File: src/rtl/mem_bus_ctrl_pkg.sv
// Shared definitions for the external-RAM bus controller: RAM control pin
// positions and controller state encodings.
package mem_bus_ctrl_pkg;

  localparam int unsigned RAM_READ_PIN  = 0;
  localparam int unsigned RAM_WRITE_PIN = 1;
  localparam int unsigned RAM_ACK_PIN   = 0;

  typedef enum logic [1:0] {
    MB_IDLE   = 2'd0,
    MB_ACCESS = 2'd1,
    MB_DONE   = 2'd2
  } mb_state_t;

  function automatic int unsigned ptr_width(input int unsigned n);
    return (n > 1) ? $clog2(n) : 1;
  endfunction

endpackage

File: src/rtl/mem_bus_ctrl_rr_arbiter.sv
// Combinational round-robin arbiter: picks the first requester at or after
// the pointer, wrapping at NCH. The pointer register is owned by the caller.
module rr_arbiter
  import mem_bus_ctrl_pkg::*;
#(
  parameter int unsigned NCH = 4,
  parameter int unsigned PW  = ptr_width(NCH)
) (
  input  logic [NCH-1:0] i_req,
  input  logic [PW-1:0]  i_ptr,
  output logic [NCH-1:0] o_grant,
  output logic [PW-1:0]  o_idx,
  output logic           o_any
);

  always_comb begin
    int unsigned c;
    logic        found;
    o_grant = '0;
    o_idx   = '0;
    found   = 1'b0;
    c       = 0;
    for (int unsigned k = 0; k < NCH; k++) begin
      c = (int'(i_ptr) + k) % NCH;
      if (!found && i_req[c]) begin
        found      = 1'b1;
        o_grant[c] = 1'b1;
        o_idx      = c[PW-1:0];
      end
    end
    o_any = found;
  end

endmodule

File: src/rtl/mem_bus_ctrl.sv
// Multi-channel external-RAM bus controller: round-robin grant, one registered
// read/write transaction at a time, ack wait with timeout, per-channel response.
module mem_bus_ctrl
  import mem_bus_ctrl_pkg::*;
#(
  parameter int unsigned NCH     = 4,
  parameter int unsigned AW      = 32,
  parameter int unsigned DW      = 32,
  parameter int unsigned CTRL_W  = 32,
  parameter int unsigned TIMEOUT = 15
) (
  input  logic              clk,
  input  logic              rst,
  input  logic [NCH-1:0]    req_valid,
  input  logic [NCH-1:0]    req_we,
  input  logic [NCH*AW-1:0] req_addr,
  input  logic [NCH*DW-1:0] req_wdata,
  output logic [NCH-1:0]    req_ready,
  output logic [NCH-1:0]    rsp_valid,
  output logic              rsp_err,
  output logic [DW-1:0]     rsp_rdata,
  output logic [CTRL_W-1:0] ram_ctrl_to_hw,
  input  logic [CTRL_W-1:0] ram_ctrl_from_hw,
  output logic [AW-1:0]     addr,
  output logic [DW-1:0]     data_to_hw,
  input  logic [DW-1:0]     data_from_hw
);

  localparam int unsigned PW   = ptr_width(NCH);
  localparam logic [7:0]  TO_C = 8'(TIMEOUT);

  mb_state_t         r_state, w_state_nxt;
  logic [PW-1:0]     r_ptr, w_ptr_nxt;
  logic [PW-1:0]     r_gidx, w_gidx_nxt;
  logic              r_we, w_we_nxt;
  logic [AW-1:0]     r_addr, w_addr_nxt;
  logic [DW-1:0]     r_wdata, w_wdata_nxt;
  logic [7:0]        r_cnt, w_cnt_nxt;

  logic [NCH-1:0]    r_req_ready, w_req_ready_nxt;
  logic [NCH-1:0]    r_rsp_valid, w_rsp_valid_nxt;
  logic              r_rsp_err, w_rsp_err_nxt;
  logic [DW-1:0]     r_rsp_rdata, w_rsp_rdata_nxt;
  logic [CTRL_W-1:0] r_ctrl, w_ctrl_nxt;
  logic [AW-1:0]     r_addr_o, w_addr_o_nxt;
  logic [DW-1:0]     r_data_o, w_data_o_nxt;

  logic [NCH-1:0]    w_grant;
  logic [PW-1:0]     w_idx;
  logic              w_any;
  logic              w_ack;
  logic [CTRL_W-1:0] w_cmd_ctrl;
  logic              w_unused_ctrl;

  rr_arbiter #(.NCH(NCH), .PW(PW)) u_arb (
    .i_req   (req_valid),
    .i_ptr   (r_ptr),
    .o_grant (w_grant),
    .o_idx   (w_idx),
    .o_any   (w_any)
  );

  assign w_ack         = ram_ctrl_from_hw[RAM_ACK_PIN];
  assign w_unused_ctrl = ^ram_ctrl_from_hw;

  always_comb begin
    w_cmd_ctrl                = '0;
    w_cmd_ctrl[RAM_READ_PIN]  = ~r_we;
    w_cmd_ctrl[RAM_WRITE_PIN] = r_we;
  end

  // ACCESS with r_cnt == 0 is the req_ready cycle: pins are being set up and
  // ack is not yet meaningful. r_cnt == k means pins have been up for k cycles.
  always_comb begin
    w_state_nxt     = r_state;
    w_ptr_nxt       = r_ptr;
    w_gidx_nxt      = r_gidx;
    w_we_nxt        = r_we;
    w_addr_nxt      = r_addr;
    w_wdata_nxt     = r_wdata;
    w_cnt_nxt       = r_cnt;
    w_req_ready_nxt = '0;
    w_rsp_valid_nxt = '0;
    w_rsp_err_nxt   = 1'b0;
    w_rsp_rdata_nxt = '0;
    w_ctrl_nxt      = '0;
    w_addr_o_nxt    = '0;
    w_data_o_nxt    = '0;
    unique case (r_state)
      MB_IDLE: begin
        if (w_any) begin
          w_req_ready_nxt = w_grant;
          w_gidx_nxt      = w_idx;
          w_we_nxt        = req_we[w_idx];
          w_addr_nxt      = req_addr[w_idx*AW +: AW];
          w_wdata_nxt     = req_wdata[w_idx*DW +: DW];
          w_ptr_nxt       = (w_idx == PW'(NCH-1)) ? '0 : w_idx + 1'b1;
          w_cnt_nxt       = '0;
          w_state_nxt     = MB_ACCESS;
        end
      end
      MB_ACCESS: begin
        if (r_cnt != '0 && (w_ack || r_cnt == TO_C)) begin
          w_state_nxt               = MB_DONE;
          w_rsp_valid_nxt[r_gidx]   = 1'b1;
          w_rsp_err_nxt             = ~w_ack;
          w_rsp_rdata_nxt           = (w_ack && !r_we) ? data_from_hw : '0;
          w_cnt_nxt                 = '0;
        end else begin
          w_ctrl_nxt   = w_cmd_ctrl;
          w_addr_o_nxt = r_addr;
          w_data_o_nxt = r_we ? r_wdata : '0;
          w_cnt_nxt    = r_cnt + 8'd1;
        end
      end
      MB_DONE: begin
        w_cnt_nxt   = '0;
        w_state_nxt = MB_IDLE;
      end
      default: w_state_nxt = MB_IDLE;
    endcase
  end

  always_ff @(posedge clk or posedge rst) begin
    if (rst) begin
      r_state     <= MB_IDLE;
      r_ptr       <= '0;
      r_gidx      <= '0;
      r_we        <= 1'b0;
      r_addr      <= '0;
      r_wdata     <= '0;
      r_cnt       <= '0;
      r_req_ready <= '0;
      r_rsp_valid <= '0;
      r_rsp_err   <= 1'b0;
      r_rsp_rdata <= '0;
      r_ctrl      <= '0;
      r_addr_o    <= '0;
      r_data_o    <= '0;
    end else begin
      r_state     <= w_state_nxt;
      r_ptr       <= w_ptr_nxt;
      r_gidx      <= w_gidx_nxt;
      r_we        <= w_we_nxt;
      r_addr      <= w_addr_nxt;
      r_wdata     <= w_wdata_nxt;
      r_cnt       <= w_cnt_nxt;
      r_req_ready <= w_req_ready_nxt;
      r_rsp_valid <= w_rsp_valid_nxt;
      r_rsp_err   <= w_rsp_err_nxt;
      r_rsp_rdata <= w_rsp_rdata_nxt;
      r_ctrl      <= w_ctrl_nxt;
      r_addr_o    <= w_addr_o_nxt;
      r_data_o    <= w_data_o_nxt;
    end
  end

  assign req_ready      = r_req_ready;
  assign rsp_valid      = r_rsp_valid;
  assign rsp_err        = r_rsp_err;
  assign rsp_rdata      = r_rsp_rdata;
  assign ram_ctrl_to_hw = r_ctrl;
  assign addr           = r_addr_o;
  assign data_to_hw     = r_data_o;

endmodule

File: config.mk
export PLATFORM = sky130hd
export DESIGN_NAME = mem_bus_ctrl
export DESIGN_NICKNAME = d
export VERILOG_FILES = /design/src/rtl/mem_bus_ctrl_pkg.sv /design/src/rtl/mem_bus_ctrl_rr_arbiter.sv /design/src/rtl/mem_bus_ctrl.sv
export SDC_FILE = /design/constraint.sdc
export NUM_CORES = 1
export LEC_CHECK = 0
export CORE_AREA = 2 2 183 185
export CTS_BUF_LIST = sky130_fd_sc_hd__clkbuf_8
export DETAILED_ROUTE_END_ITERATION = 16
export DIE_AREA = 0 0 185 187
export PLACE_DENSITY_LB_ADDON = 0.1
export SLEW_MARGIN = 20
export SYNTH_ARGS = -nofsm -noshare
export SYNTH_HDL_FRONTEND = slang
export SYNTH_HIERARCHICAL = 1
export SYNTH_SLANG_ARGS = --single-unit
File: constraint.sdc
create_clock -name clk -period 15.55 [get_ports clk]
set_input_delay 3.11 -clock clk [delete_from_list [all_inputs] [get_ports clk]]
set_output_delay 3.11 -clock clk [all_outputs]
set_load 0.005 [all_outputs]
Word level (Yosys, flattened, before mapping)
Index checks and enable logic that the tools add are counted.
- flip-flop bits (word level): 216
- bits in latches: 0
- memory bits (writable): 0
- bits in read-only memories: 0
- bits of input ports: 330
- output and inout port bits: 137
- logic and storage cells: 119
- memories kept: 0
- add/subtract/negate cells: 5
- multiply operators: 0
- div/mod/pow operators: 0
- order comparisons: 11
- equality and inequality tests: 6
- shifts and indexed selects: 2
- mux-type cells: 55
- bitwise logic cells: 5
- reductions and logical operators: 21
- operator list (kind ; count):
    32-bit 2-to-1 mux ; 8
    128-bit by 8-bit variable part select with 32-bit output ; 2
    4-bit 2-to-1 mux ; 8
    8-bit one-hot mux with 3 select lines ; 1
    2-bit by 3-bit less-than comparator with 1-bit output (second input constant) ; 6
    2-bit 2-to-1 mux ; 9
    1-bit 2-to-1 mux ; 16
    8-bit 2-to-1 mux ; 2
    4-bit bitwise OR ; 3
    1-bit binary-select mux with 2-bit select ; 5
    1-bit demux with 2-bit select ; 5
    2-bit by 1-bit greater-or-equal comparator with 1-bit output (second input constant) ; 5
    1-bit logical AND ; 10
    8-bit by 1-bit adder with 8-bit output (second input constant) ; 1
    8-bit by 4-bit equality test with 1-bit output (second input constant) ; 1
    8-bit nonzero test ; 1
    2-bit AND reduction ; 3
    2-bit by 1-bit adder with 2-bit output (second input constant) ; 2
    2-bit adder (second input constant) ; 2
    2-bit equality test (second input constant) ; 2
    1-bit logical NOT ; 4
    2-bit one-hot mux with 2 select lines ; 1
    3-bit nonzero test ; 1
    2-bit by 1-bit equality test with 1-bit output (second input constant) ; 1
    other kinds (5) ; 6

Logic depth before layout (Yosys ltp)
- word-level depth: 14
- depth in mapped cells: 13
- gate-level depth less buffers: 9

By module
Netlist, hierarchy kept.
- modules (own cells, without submodules) (module ; instances ; cells an instance ; area each (sq um) ; sequential area each (sq um)):
    mem_bus_ctrl ; 1 ; 549 ; 8371.8 ; 4654.5
    rr_arbiter ; 1 ; 45 ; 419.2 ; 0.0

Least setup slack after synthesis
No wires, ideal clock.
- path type: input-to-reg
- from: input req_valid[3]
- to: register r_addr[19]
- library setup time: 0.125 ns
- arrival: 5.409 ns
- data required time: 15.425 ns
- path slack: 10.017 ns
- stages on the path: 8
- buffers on the path: 4
- path through: mux4_2 clkbuf_1 o31ai_1 clkbuf_1 buf_6 buf_6 mux4_2 mux2_2
- longest elaborated chain between the ends: 13
- elaborated cells on any way between the ends: 24
- classes of those cells: shift (1); mux (16); reduce/logical (7)
- RTL lines (item ; line ; RTL):
    from (decl) ; mem_bus_ctrl.sv:14 ; input logic [NCH-1:0] req_valid,
    1-bit binary-select mux with 2-bit select ; mem_bus_ctrl_rr_arbiter.sv:25 ; if (!found && i_req[c]) begin
    1-bit 2-to-1 mux (implied by the code) ; mem_bus_ctrl_rr_arbiter.sv:25 ;
    1-bit 2-to-1 mux ; mem_bus_ctrl_rr_arbiter.sv:25 ;
    1-bit logical NOT ; mem_bus_ctrl_rr_arbiter.sv:25 ;
    1-bit logical AND ; mem_bus_ctrl_rr_arbiter.sv:25 ;
    1-bit 2-to-1 mux ; mem_bus_ctrl_rr_arbiter.sv:25 ;
    1-bit logical NOT ; mem_bus_ctrl_rr_arbiter.sv:25 ;
    1-bit logical AND ; mem_bus_ctrl_rr_arbiter.sv:25 ;
    1-bit 2-to-1 mux ; mem_bus_ctrl_rr_arbiter.sv:25 ;
    1-bit logical NOT ; mem_bus_ctrl_rr_arbiter.sv:25 ;
    1-bit logical AND ; mem_bus_ctrl_rr_arbiter.sv:25 ;
    2-bit 2-to-1 mux * ; mem_bus_ctrl_rr_arbiter.sv:25 ;
    named net w_idx[0] ; mem_bus_ctrl.sv:49 ; logic [PW-1:0] w_idx;
    128-bit by 8-bit variable part select with 32-bit output * ; mem_bus_ctrl.sv:95 ; w_addr_nxt = req_addr[w_idx*AW +: AW];
    to (signal assigned) ; mem_bus_ctrl.sv:145 ; r_addr <= w_addr_nxt;
    to (decl) ; mem_bus_ctrl.sv:36 ; logic [AW-1:0] r_addr, w_addr_nxt;
The timed path passes the listed nets; every way through them passes the cells marked *. The select of a mux whose other input is x is not followed.
A chain may end at the register's enable or synchronous reset.

Final worst setup path
- from: input req_valid[3]
- to: register r_addr[6]
Same word-level chain as after synthesis.

==> impl_results.md <==
- PortBufs: 405
- Post-route ant nets: 0
- RD Place Congestion: 0.7297
- Final setup vio count: 0
- # H-tree levels: 4
- Residual DRC: 0
- Worst hold path type: flip-flop to flip-flop
- DIE HEIGHT: 187 um
- Rows: 67
- Critical Path RT: 15.90 ns
- Final count of hold timing violations: 0
- Number of cells upsized or downsized after cts: 0
- Multi-input logic area: 3787 sq um
- FF-to-FF End: r_addr[6]$_DFFE_PP0P_
- Setup TNS: 0 ns
- DR pass1 iterations: 4
- FF-to-FF path depth: 9
- Clk Latency, worst-skew pair: 0.47 ns
- Util after Layout: 41.30%
- Initial antenna violation count: 0
- Final Max Tran Viols: 0
- Number of flops mapped to enable cells by yosys: 0
- Fillers: 3182
- Power density cells: 182.9 nW/um^2
- Cell with the most instances after synthesis: dfrtp_1
- Clk_skew: 0.01795 ns
- CTS buffer count: 17
- Synth unique cells: 47
- Slew margin rel.: 31.58%
- Initial Util: 26.75%
- Setup bufs post-CTS: 0
- DRT iter0 DRCs: 227
- Largest area contributor in the synthesized netlist: dfrtp_1
- Top FF cell, synth: dfrtp_1
- TritonCTS Sinks: 186
- Critical Path Fanout Max: 40
- Layout cells sized above 1: 18.96%
- Hold_ws: 0.4796 ns
- Ys async rst share: 100.0%
- Post-Syn Area: 8791 sq um
- Hold endpoint: addr[14]$_DFF_PP0_
- CP top delay family: multiplexers
- Max VDD drop: 0.1544 mV
- Slew @ Worst Pin: 1.026 ns
- Crit path max-delay cell type: mux4_2
- Crit path cell chain: clkdlybuf4s50_1 > mux4_2 > and2b_2 > o21ai_0 > o31ai_4 > buf_4 > mux4_2 > mux2_2
- Hold path cells: 1
- Hold Buf Count CTS: 0
- Die width: 185 um
- Ranking of synthesized cells by area: dfrtp_1, mux4_2, mux2_2
- Net count, final: 1322
- Buf+Inv Stages, Crit Path: 2
- ANT cells: 0
- WL final: 24.62 mm
- Number of cells on the critical path: 8
- Clock root buffer: clkbuf_8
- Clk pin slew, worst setup/hold paths: 0.09 ns
- Largest stage delay, worst path: 0.64 ns
- Cell with the most instances on the worst path: mux4_2
- Final period utilization: 38.95%
- Core area: 32860 sq um
- DP Area: 13150 sq um
- CTS tree: built
- Max cap viols: 0
- Area grow syn2layout: 54.40%
- Post-synthesis sequential area ratio: 52.95%
- RSZ-0062 raised after global routing: no
- Crit. End Element: flip-flop
- Die area: 34600 sq um
- Vias in the first global route: 6536
- Yosys top cell area share: 52.95%
- Total power: 2.483 mW
- Reg2reg start: r_ptr[0]$_DFFE_PP0P_
- Max Freq: 0.1651 GHz
- Total GRT Usage: 14.39%
- Cells after Synth: 594
- Via count: 6257
- #FFs+latches synth: 186
- GRT overflow: 0
- Register area: 4654 sq um
- Synth warnings: 6
- # IOs: 467
- Largest net degree at the start of global routing: 123
- Worst setup SP type: input pin
- CTS max path bufs: 2
- Minimum clock period: 6.057 ns
- Mean post-synth cell area: 14.80 sq um
- HPWL Detailed: 17.85 mm
- Via density: 4.330
- R2R Setup Slk: 11.54 ns
- Lkg Pwr: 5.632 nW
- CP arrival: 6.40 ns
- Outcome: finished, final reports clean
- Hold wc startpoint: r_addr[14]$_DFFE_PP0P_
- Leading cell types by count after synthesis: dfrtp_1, mux2_2, and2_1, mux4_2, and3_1
- Fin area: 13570 sq um
- First-pass GRT wire length: 37.63 mm
- Crit Path Category: input pin to flip-flop
- Post-detailed-route wirelength per cell: 17.04 um
-- worst max path at each step --
stage	startpoint	slack, ns	endpoint
3_3_place_gp	req_valid[3]	8.96	r_wdata[12]$_DFFE_PP0P_
3_5_place_dp	req_valid[2]	8.96	r_wdata[12]$_DFFE_PP0P_
6_report	req_valid[3]	9.49	r_addr[6]$_DFFE_PP0P_
5_1_grt	req_valid[2]	9.32	r_addr[6]$_DFFE_PP0P_
4_1_cts	req_valid[2]	9.48	r_addr[6]$_DFFE_PP0P_
2_1_floorplan	rst	7.38	addr[0]$_DFF_PP0_
-- cells in the final DEF, fill, tap and decap left out, types with 2 or more instances in the layout --
master,count
conb_1,30
ha_1,8
nor3b_1,3
nor4_1,3
clkdlybuf4s50_1,405
nand2_1,3
and2_1,69
and3_1,34
xnor2_1,4
clkinv_4,2
clkinv_8,2
dfrtp_1,186
a21oi_1,2
o21ai_0,8
inv_8,3
mux4_2,67
mux2_2,71
clkbuf_8,17
nor2_1,13
nand2b_1,3
bufinv_16,2
a22oi_1,8
inv_6,4
nor3_1,4
nand3_1,3
nor4b_4,2
buf_4,8
mux4_1,2
inv_1,7
clkinv_2,2
-- layer usage --
metal | wire length [um] | global-route usage [%] | vias to the layer above
met1 | 9817 | 17.29 | 3105
met5 | 0 | 0 | -
met2 | 12280 | 24.21 | 257
li1 | - | - | 2881
met3 | 2240 | 5.238 | 14
met4 | 280 | 3.907 | 0
-- logic make-up (layout without fill, tap and decap cells) --
kind of cell             Yosys count  in the layout  synth area share (%)
buffers and inverters             79            453                 5.636
AO/OA/AOI/OAI                     28             28                 2.221
AND/OR/NAND/NOR                  146            146                 10.55
adder cells (fa/ha/maj)            8              8                 1.139
flip-flops                       186            186                 52.95
other                              1             30               0.04266
XOR/XNOR                           5              5                0.4981
multiplexers                     141            141                 26.97
-- metrics by stage --
| stage | instances | worst slack, ns |
|---|---|---|
| 2_1_floorplan | 623 | 7.383 |
| 3_3_place_gp | 1413 | 8.964 |
| 3_5_place_dp | 1413 | 8.956 |
| 4_1_cts | 1445 | 9.479 |
| 5_1_grt | 1445 | 9.318 |
| 6_report | 1445 | 9.493 |
-- worst register-to-register path, delay by kind of cell, from the launching register on --
family                   cells  cell delay [ns]
AO/OA/AOI/OAI                2             0.26
buffers and inverters        2             0.77
multiplexers                 3             1.43
adder cells (fa/ha/maj)      1             0.39
flip-flops                   1             0.73
AND/OR/NAND/NOR              1             0.32
-- flip-flops by register name (all words and copies together), names as in the netlist --
| name | cells |
|---|---|
| addr | 32 |
| data_to_hw | 32 |
| r_addr | 32 |
| r_cnt | 8 |
| r_gidx | 2 |
| r_ptr | 2 |
| r_state | 2 |
| r_wdata | 32 |
| r_we | 1 |
| ram_ctrl_to_hw | 2 |
| req_ready | 4 |
| rsp_err | 1 |
| rsp_rdata | 32 |
| rsp_valid | 4 |
-- where the power goes --
group | internal, mW | switching, mW | leakage, nW
Combinational | 0.800 | 0.592 | 3.03
Clock | 0.150 | 0.198 | 0.211
Sequential | 0.668 | 0.0750 | 2.39
-- area by class of cell --
cell class,instances,share of cell area (%)
well taps,448,4.130
multi-input cells,358,27.90
clock buffers,17,1.724
inverters,8,0.2765
flip-flops and latches,186,34.29
clock inverters,15,1.364
repair buffers,413,30.31
Note: power is estimated with default switching activity, not from simulation.
